$ cat config.mk
export PLATFORM = sky130hd
export DESIGN_NAME = counter_sequencer
export DESIGN_NICKNAME = d
export VERILOG_FILES = /design/src/rtl/counter_sequencer.sv
export SDC_FILE = /design/constraint.sdc
export NUM_CORES = 1
export LEC_CHECK = 0
export ABC_AREA = 1
export CORE_MARGIN = 5
export CORE_UTILIZATION = 25
export DETAILED_ROUTE_END_ITERATION = 8
export HOLD_SLACK_MARGIN = 0.06
export PLACE_DENSITY = 0.58
export REMOVE_ABC_BUFFERS = 1
export SYNTH_ARGS = -nofsm -noshare
export SYNTH_HDL_FRONTEND = slang
export SYNTH_SLANG_ARGS = --single-unit
$ cat constraint.sdc
create_clock -name clk -period 1 [get_ports clk]
set_input_delay 0.2 -clock clk [delete_from_list [all_inputs] [get_ports clk]]
set_output_delay 0.2 -clock clk [all_outputs]
set_load 0.005 [all_outputs]
$ cat src/rtl/counter_sequencer.sv
// rtl/counter_sequencer.sv - command-driven load/step sequencer for an 8-bit loadable counter
module counter_sequencer #(
    parameter int WIDTH    = 8,
    parameter int PRESCALE = 4
) (
    input  logic             clk,
    input  logic             rst,
    input  logic             cmd_valid,
    output logic             cmd_ready,
    input  logic [WIDTH-1:0] cmd_start,
    input  logic [WIDTH-1:0] cmd_end,
    input  logic             pause,
    input  logic             abort,
    input  logic [WIDTH-1:0] cnt_q,
    output logic [WIDTH-1:0] cnt_data,
    output logic             cnt_ld,
    output logic             cnt_inc,
    output logic             busy,
    output logic             done,
    output logic             aborted
);

    // A one-bit prescaler is kept even for PRESCALE==1 so the width never collapses to zero.
    localparam int            PW      = (PRESCALE > 1) ? $clog2(PRESCALE) : 1;
    localparam logic [PW-1:0] PS_LAST = PW'(PRESCALE - 1);

    typedef enum logic [2:0] {
        ST_IDLE,
        ST_LOAD,
        ST_RUN,
        ST_DONE,
        ST_ABORT
    } state_t;

    state_t           state_q;
    logic [PW-1:0]    prescale_q;
    logic [PW-1:0]    prescale_d;
    logic [WIDTH-1:0] start_q;
    logic [WIDTH-1:0] end_q;
    logic             cmd_ready_q;
    logic             cnt_ld_q;
    logic             busy_q;
    logic             done_q;
    logic             aborted_q;

    logic at_end;
    logic tick;

    assign at_end = (cnt_q == end_q);
    assign tick   = (prescale_q == PS_LAST);

    // The step strobe must react to abort/pause/cnt_q in the same cycle, so it stays combinational.
    assign cnt_inc = (state_q == ST_RUN) && !abort && !at_end && !pause && tick;

    always_comb begin
        prescale_d = prescale_q;
        if (state_q == ST_LOAD) begin
            prescale_d = '0;
        end else if (state_q == ST_RUN && !abort && !at_end && !pause) begin
            prescale_d = tick ? '0 : prescale_q + PW'(1);
        end
    end

    always_ff @(posedge clk) begin
        if (!rst) begin
            state_q     <= ST_IDLE;
            prescale_q  <= '0;
            start_q     <= '0;
            end_q       <= '0;
            cmd_ready_q <= 1'b1;
            cnt_ld_q    <= 1'b0;
            busy_q      <= 1'b0;
            done_q      <= 1'b0;
            aborted_q   <= 1'b0;
        end else begin
            prescale_q <= prescale_d;
            cnt_ld_q   <= 1'b0;
            done_q     <= 1'b0;
            aborted_q  <= 1'b0;
            case (state_q)
                ST_IDLE: begin
                    if (cmd_valid) begin
                        start_q     <= cmd_start;
                        end_q       <= cmd_end;
                        cnt_ld_q    <= 1'b1;
                        cmd_ready_q <= 1'b0;
                        busy_q      <= 1'b1;
                        state_q     <= ST_LOAD;
                    end
                end
                ST_LOAD: begin
                    if (abort) begin
                        aborted_q <= 1'b1;
                        state_q   <= ST_ABORT;
                    end else begin
                        state_q <= ST_RUN;
                    end
                end
                ST_RUN: begin
                    if (abort) begin
                        aborted_q <= 1'b1;
                        state_q   <= ST_ABORT;
                    end else if (at_end) begin
                        done_q  <= 1'b1;
                        state_q <= ST_DONE;
                    end
                end
                ST_DONE, ST_ABORT: begin
                    cmd_ready_q <= 1'b1;
                    busy_q      <= 1'b0;
                    state_q     <= ST_IDLE;
                end
                default: begin
                    cmd_ready_q <= 1'b1;
                    busy_q      <= 1'b0;
                    state_q     <= ST_IDLE;
                end
            endcase
        end
    end

    assign cmd_ready = cmd_ready_q;
    assign cnt_data  = start_q;
    assign cnt_ld    = cnt_ld_q;
    assign busy      = busy_q;
    assign done      = done_q;
    assign aborted   = aborted_q;

endmodule

# --- Word-level counts from Yosys, hierarchy flattened ---
# Cells that the tools add are included.
classes:
  add_sub_neg: 1
  eq_ne: 6
  mux: 13
  bitwise_logic: 3
  n_reduce_logical: 16
op_table:
  columns: ["operator", "n"]
  rows:
  - ["two-way mux 3 bit", 4]
  - ["AND reduction 2 bit", 5]
  - ["one-hot mux 3 bit (3 select lines)", 1]
  - ["equality test 8 bit", 1]
  - ["two-way mux 1 bit", 5]
  - ["logical AND 1 bit", 4]
  - ["one-hot mux 1 bit (2 select lines)", 2]
  - ["OR reduction 2 bit", 2]
  - ["equality test 3 x 1 -> 1 bit, second input constant", 1]
  - ["equality test 3 x 2 -> 1 bit, second input constant", 1]
  - ["zero test 1 bit", 3]
  - ["zero test 3 bit", 1]
  - ["inequality test 3 bit, second input constant", 1]
  - ["NOT 1 bit", 3]
  - ["OR reduction 3 bit", 1]
  - ["adder 2 x 1 -> 2 bit, second input constant", 1]
  - ["equality test 2 bit, second input constant", 1]
  - ["two-way mux 2 bit", 1]
  - ["inequality test 2 bit, second input constant", 1]
totals:
  register_bits: 26
  in_bits: 29
  out_inout_bits: 14
  elab_cells: 48

# --- Longest topological paths before layout ---
depth:
  ltp_word: 5
  ltp_mapped: 10
  depth_no_buf: 10

# --- Worst setup path before layout ---
# Ideal clock, no wire load.
synth_timing:
  path_type: "register to output"
  start: "register state_q[2]"
  end: "output cnt_inc"
  arrival_ns: 0.850
  required_ns: 0.800
  slack_ns: -0.050
  stages_incl_launch_ff: 6
  path_buffers: 0
  path_cell_list: "dfxtp_1 -> nor2_1 -> nand2_1 -> nor2_4 -> nand3_2 -> nor2_1"
synth_between:
  elab_chain_len: 5
synth_lines:
  columns: ["element", "line_no", "text"]
  rows:
  - ["from (decl)", "35", "state_t state_q;"]
  - ["from (signal assigned)", "66", "state_q <= ST_IDLE;"]
  - ["from (signal assigned)", "88", "state_q <= ST_LOAD;"]
  - ["from (signal assigned)", "94", "state_q <= ST_ABORT;"]
  - ["equality test 3 x 2 -> 1 bit", "53", "assign cnt_inc = (state_q == ST_RUN) && !abort && !at_end && !pause && tick;"]
  - ["logical AND 1 bit (4 in a row)", "53", null]
  - ["to (decl)", "17", "output logic cnt_inc,"]
# Every way passes these cells.

# --- Final worst setup path ---
layout_timing:
  start: "register end_q[4]"
  end: "output cnt_inc"
layout_between:
  elab_chain_len: 5
layout_lines:
  columns: ["element", "line_no", "text"]
  rows:
  - ["from (decl)", "39", "logic [WIDTH-1:0] end_q;"]
  - ["from (signal assigned)", "84", "end_q <= cmd_end;"]
  - ["equality test 8 bit", "49", "assign at_end = (cnt_q == end_q);"]
  - ["zero test 1 bit", "53", null]
  - ["logical AND 1 bit (3 in a row)", "53", null]
# Every way passes these cells.

==> metrics.md <==
| Metric | Value |
|---|---|
| Failing checks | negative setup slack |
| Final nets | between 200 and 300 |
| Seq pwr share | 43.0% |
| Largest net degree at the start of global routing | 15 |
| Synthesis-stage register bit count | 26 |
| Share of post-route cells with drive strength above 1 | 54.8% |
| Initial antenna violation count | 0 |
| Top-Level Pins | 43 |
| Power Density | 1340 nW/um2 |
| Syn_area_per_cell | 7.80 um2 |
| Sw Pwr | 0.810 mW |
| Root buffer cell | clkbuf_8 |
| TritonCTS clock tree | done |
| Clk_skew | between 0.004 and 0.005 ns |
| Clock Latency Late Sink | 0.27 ns |
| Post-DRT Antenna Nets | 0 |
| Setup-failing EPs final | 24 |
| Kind of critical path | flip-flop to output port |
| Worst EP required | roughly 0.8 ns |
| Max rail drop VDD | 0.627 mV |
| Clk sinks | 26 |
| Wire per inst | 10.8 um |
| Cell area after synthesis | between 1000 and 1500 um2 |
| Hold Worst Slack | 0.463 ns |
| Fmax | between 600 and 700 MHz |
| Post-layout min period | between 1 and 1.5 ns |
| Vias in the first global route | 1,165 |
| Placed Instances | roughly 270 |
| Critical path arrival | 1.24 ns |
| P_leak | between 0.8 and 0.9 nW |
| DRT Pass-1 Iters | 3 |
| DIE WIDTH | 79.3 um |
| Final worst-path cycle share | 144% |
| Clock power frac | 24.0% |
| Clk buf depth | 2 |
| Buffers added on ports | 42 |
| CP max FO | 3 |
| Top cell type's share of synthesized area | 43.3% |
| Setup crit end kind | output port |
| Fin. Hold Viols | 0 |
| Comb pwr share | 33.0% |
| Ant diodes | 0 |
| HP Class | flip-flop to flip-flop |
| EDFF count, synth | 0 |
| Cell Rows | 25 |
| Finished Core Util | approximately 44% |
| Post-synthesis cell type count | 26 |
| Area Growth Syn to Fin | 73.0% |
| Vias post-DR | ~1,100 |
| Synth Warn # | 0 |
| Post-route total power | 2.79 mW |
| RD Place Congestion | 0.750 |
| Initial Utilization | 25.6% |
| P_int | roughly 2.0 mW |
| Syn Inst Count | 154 |
| Gr usage total | 10.1% |
| Maxcap violations | 0 |
| Post-synth top area cell | dfxtp_1 |
| Filler instances | approximately 480 |
| H-tree depth | 1 |
| Most frequent cell after synthesis | nand2_1 |
| Relative slew slack | 81.4% |
| Final worst setup slack | -0.439 ns |
| WL final | 2960 um |
| Die area | 6290 um2 |
| Placed instance area | roughly 1800 um2 |
| CORE AREA | 4690 um2 |
| Async SR Flop Fraction | 0% |
| Layout Cells excl Fill | 275 |
| Die height | roughly 79 um |
| DR vias/cell | 4.13 |
| Unrepaired setup endpoints after global routing | true |
| Finished Cell Area | 2080 um2 |
| Overflow left after global routing | 0 |
| Reg clk slew, reported paths | 0.09 ns |
| Max Slew Vio Count | 0 |
| Sw Share | 29.1% |
| DRT iter0 DRCs | 16 |
| Post-route DRC violation count | 0 |
| Tightest Pin Transition | 0.278 ns |
| First-pass GRT wire length | a little over 5000 um |
| Top cells by area, synth | dfxtp_1, nand2_1, a21oi_2 |
| Most common library cells after synthesis | nand2_1, dfxtp_1, inv_1 |
| HPWL Detailed | between 2000 and 2500 um |
| Status | finished, violations left |
| Dominant synthesized flop cell | dfxtp_1 |
| Num CTS Buffers | 3 |
| Sequential area share after synthesis | 43.3% |
| Startpoint Class | flip-flop |
-- path summary, 6_finish.rpt --
path | from | end | slack [ns] | depth (start not counted)
worst max-delay path | end_q[4] | cnt_inc | -0.44 | 9
worst min-delay path | busy | busy | 0.46 | 2
worst max register to register | end_q[4] | prescale_q[0] | -0.25 | 11
worst min register to register | busy | busy | 0.46 | 2
-- cell usage in the layout, fill, tap and decap left out, types with 2 or more instances in the layout --
master,count
clkinv_8,2
buf_4,14
nand2_4,4
buf_6,5
clkdlybuf4s50_1,20
a21oi_1,5
nor2_2,4
clkbuf_8,4
dfxtp_2,21
clkbuf_2,4
nand2_1,32
xnor2_1,3
o21ai_2,4
buf_2,10
dfxtp_1,5
dlygate4sd2_1,8
inv_2,4
buf_12,3
nor2_1,7
inv_1,15
nor2_4,3
nand2_2,16
o21ai_4,2
a21oi_2,13
nand4_1,2
-- layer usage --
metal | GRT usage [%] | up-vias | part of all wire [%]
li1 | - | 612 | -
met1 | 13.6 | 498 | 47
met2 | 15.9 | 24 | 47
met3 | 2.38 | 2 | 5.2
met4 | 3.61 | 0 | 1.3
met5 | 0 | - | 0
-- cell type report --
type	instances	area, um2	share of cell area [%]
repair buffers	66	604	29.1
clock buffers	4	55.1	2.65
multi-input cells	103	694	33.4
inverters	21	93.8	4.52
flip-flops and latches	26	547	26.3
repair inverters	1	16.3	0.783
well taps	54	67.6	3.25
-- what timing repair did --
action                                  4_1_cts  5_1_grt
hold buffers                                  0        0
endpoints found under the hold margin         0        0
pin swaps                                    12        8
gates resized for setup                     101       32
setup buffers                                 1        2
endpoints found under the setup margin       40       31
cloned                                        2        0
-- worst max-delay path, stage by stage (launching register included) --
cell and delay [ns]:
dfxtp_2 0.33, inv_2 0.05, nand2_1 0.04, nand2_1 0.06, nand2_1 0.06, nor2_2 0.13, nand2_2 0.08, nand3_2 0.08
nor2_1 0.04, buf_2 0.11
-- state kept, by name (all words and copies together), names as in the netlist --
register and count:
cnt_data 8, aborted 1, busy 1, done 1, end_q 8, state_q 3, cnt_ld 1, prescale_q 2
cmd_ready 1
-- per-stage QoR --
step	setup TNS, ns	setup WS [ns]
2_1_floorplan	-1.74	-0.158
3_3_place_gp	-9.17	-0.868
3_5_place_dp	-9.39	-0.885
4_1_cts	-4.67	-0.468
5_1_grt	-7.18	-0.550
6_report	-5.24	-0.439
-- cells by family after synthesis --
logic type      share of synthesized area, %
compound gates                          14.2
fa+ha+maj                               1.04
xor+xnor                                2.19
buf+inv                                 10.3
flops                                   43.3
simple gates                            29.0
-- power groups by stage --
| stage | Sequential [mW] | Combinational [mW] | Clock (mW) |
|---|---|---|---|
| 5_1_grt | 1.21 | 1.01 | 0.735 |
| 4_1_cts | 1.19 | 0.847 | 0.691 |
| 6_report | 1.20 | 0.920 | 0.669 |
| 3_3_place_gp | 1.20 | 0.723 | 0 |
| 3_5_place_dp | 1.20 | 0.727 | 0 |
| 2_1_floorplan | 1.20 | 0.315 | 0 |
No activity file was read; power rests on OpenSTA's default activity.
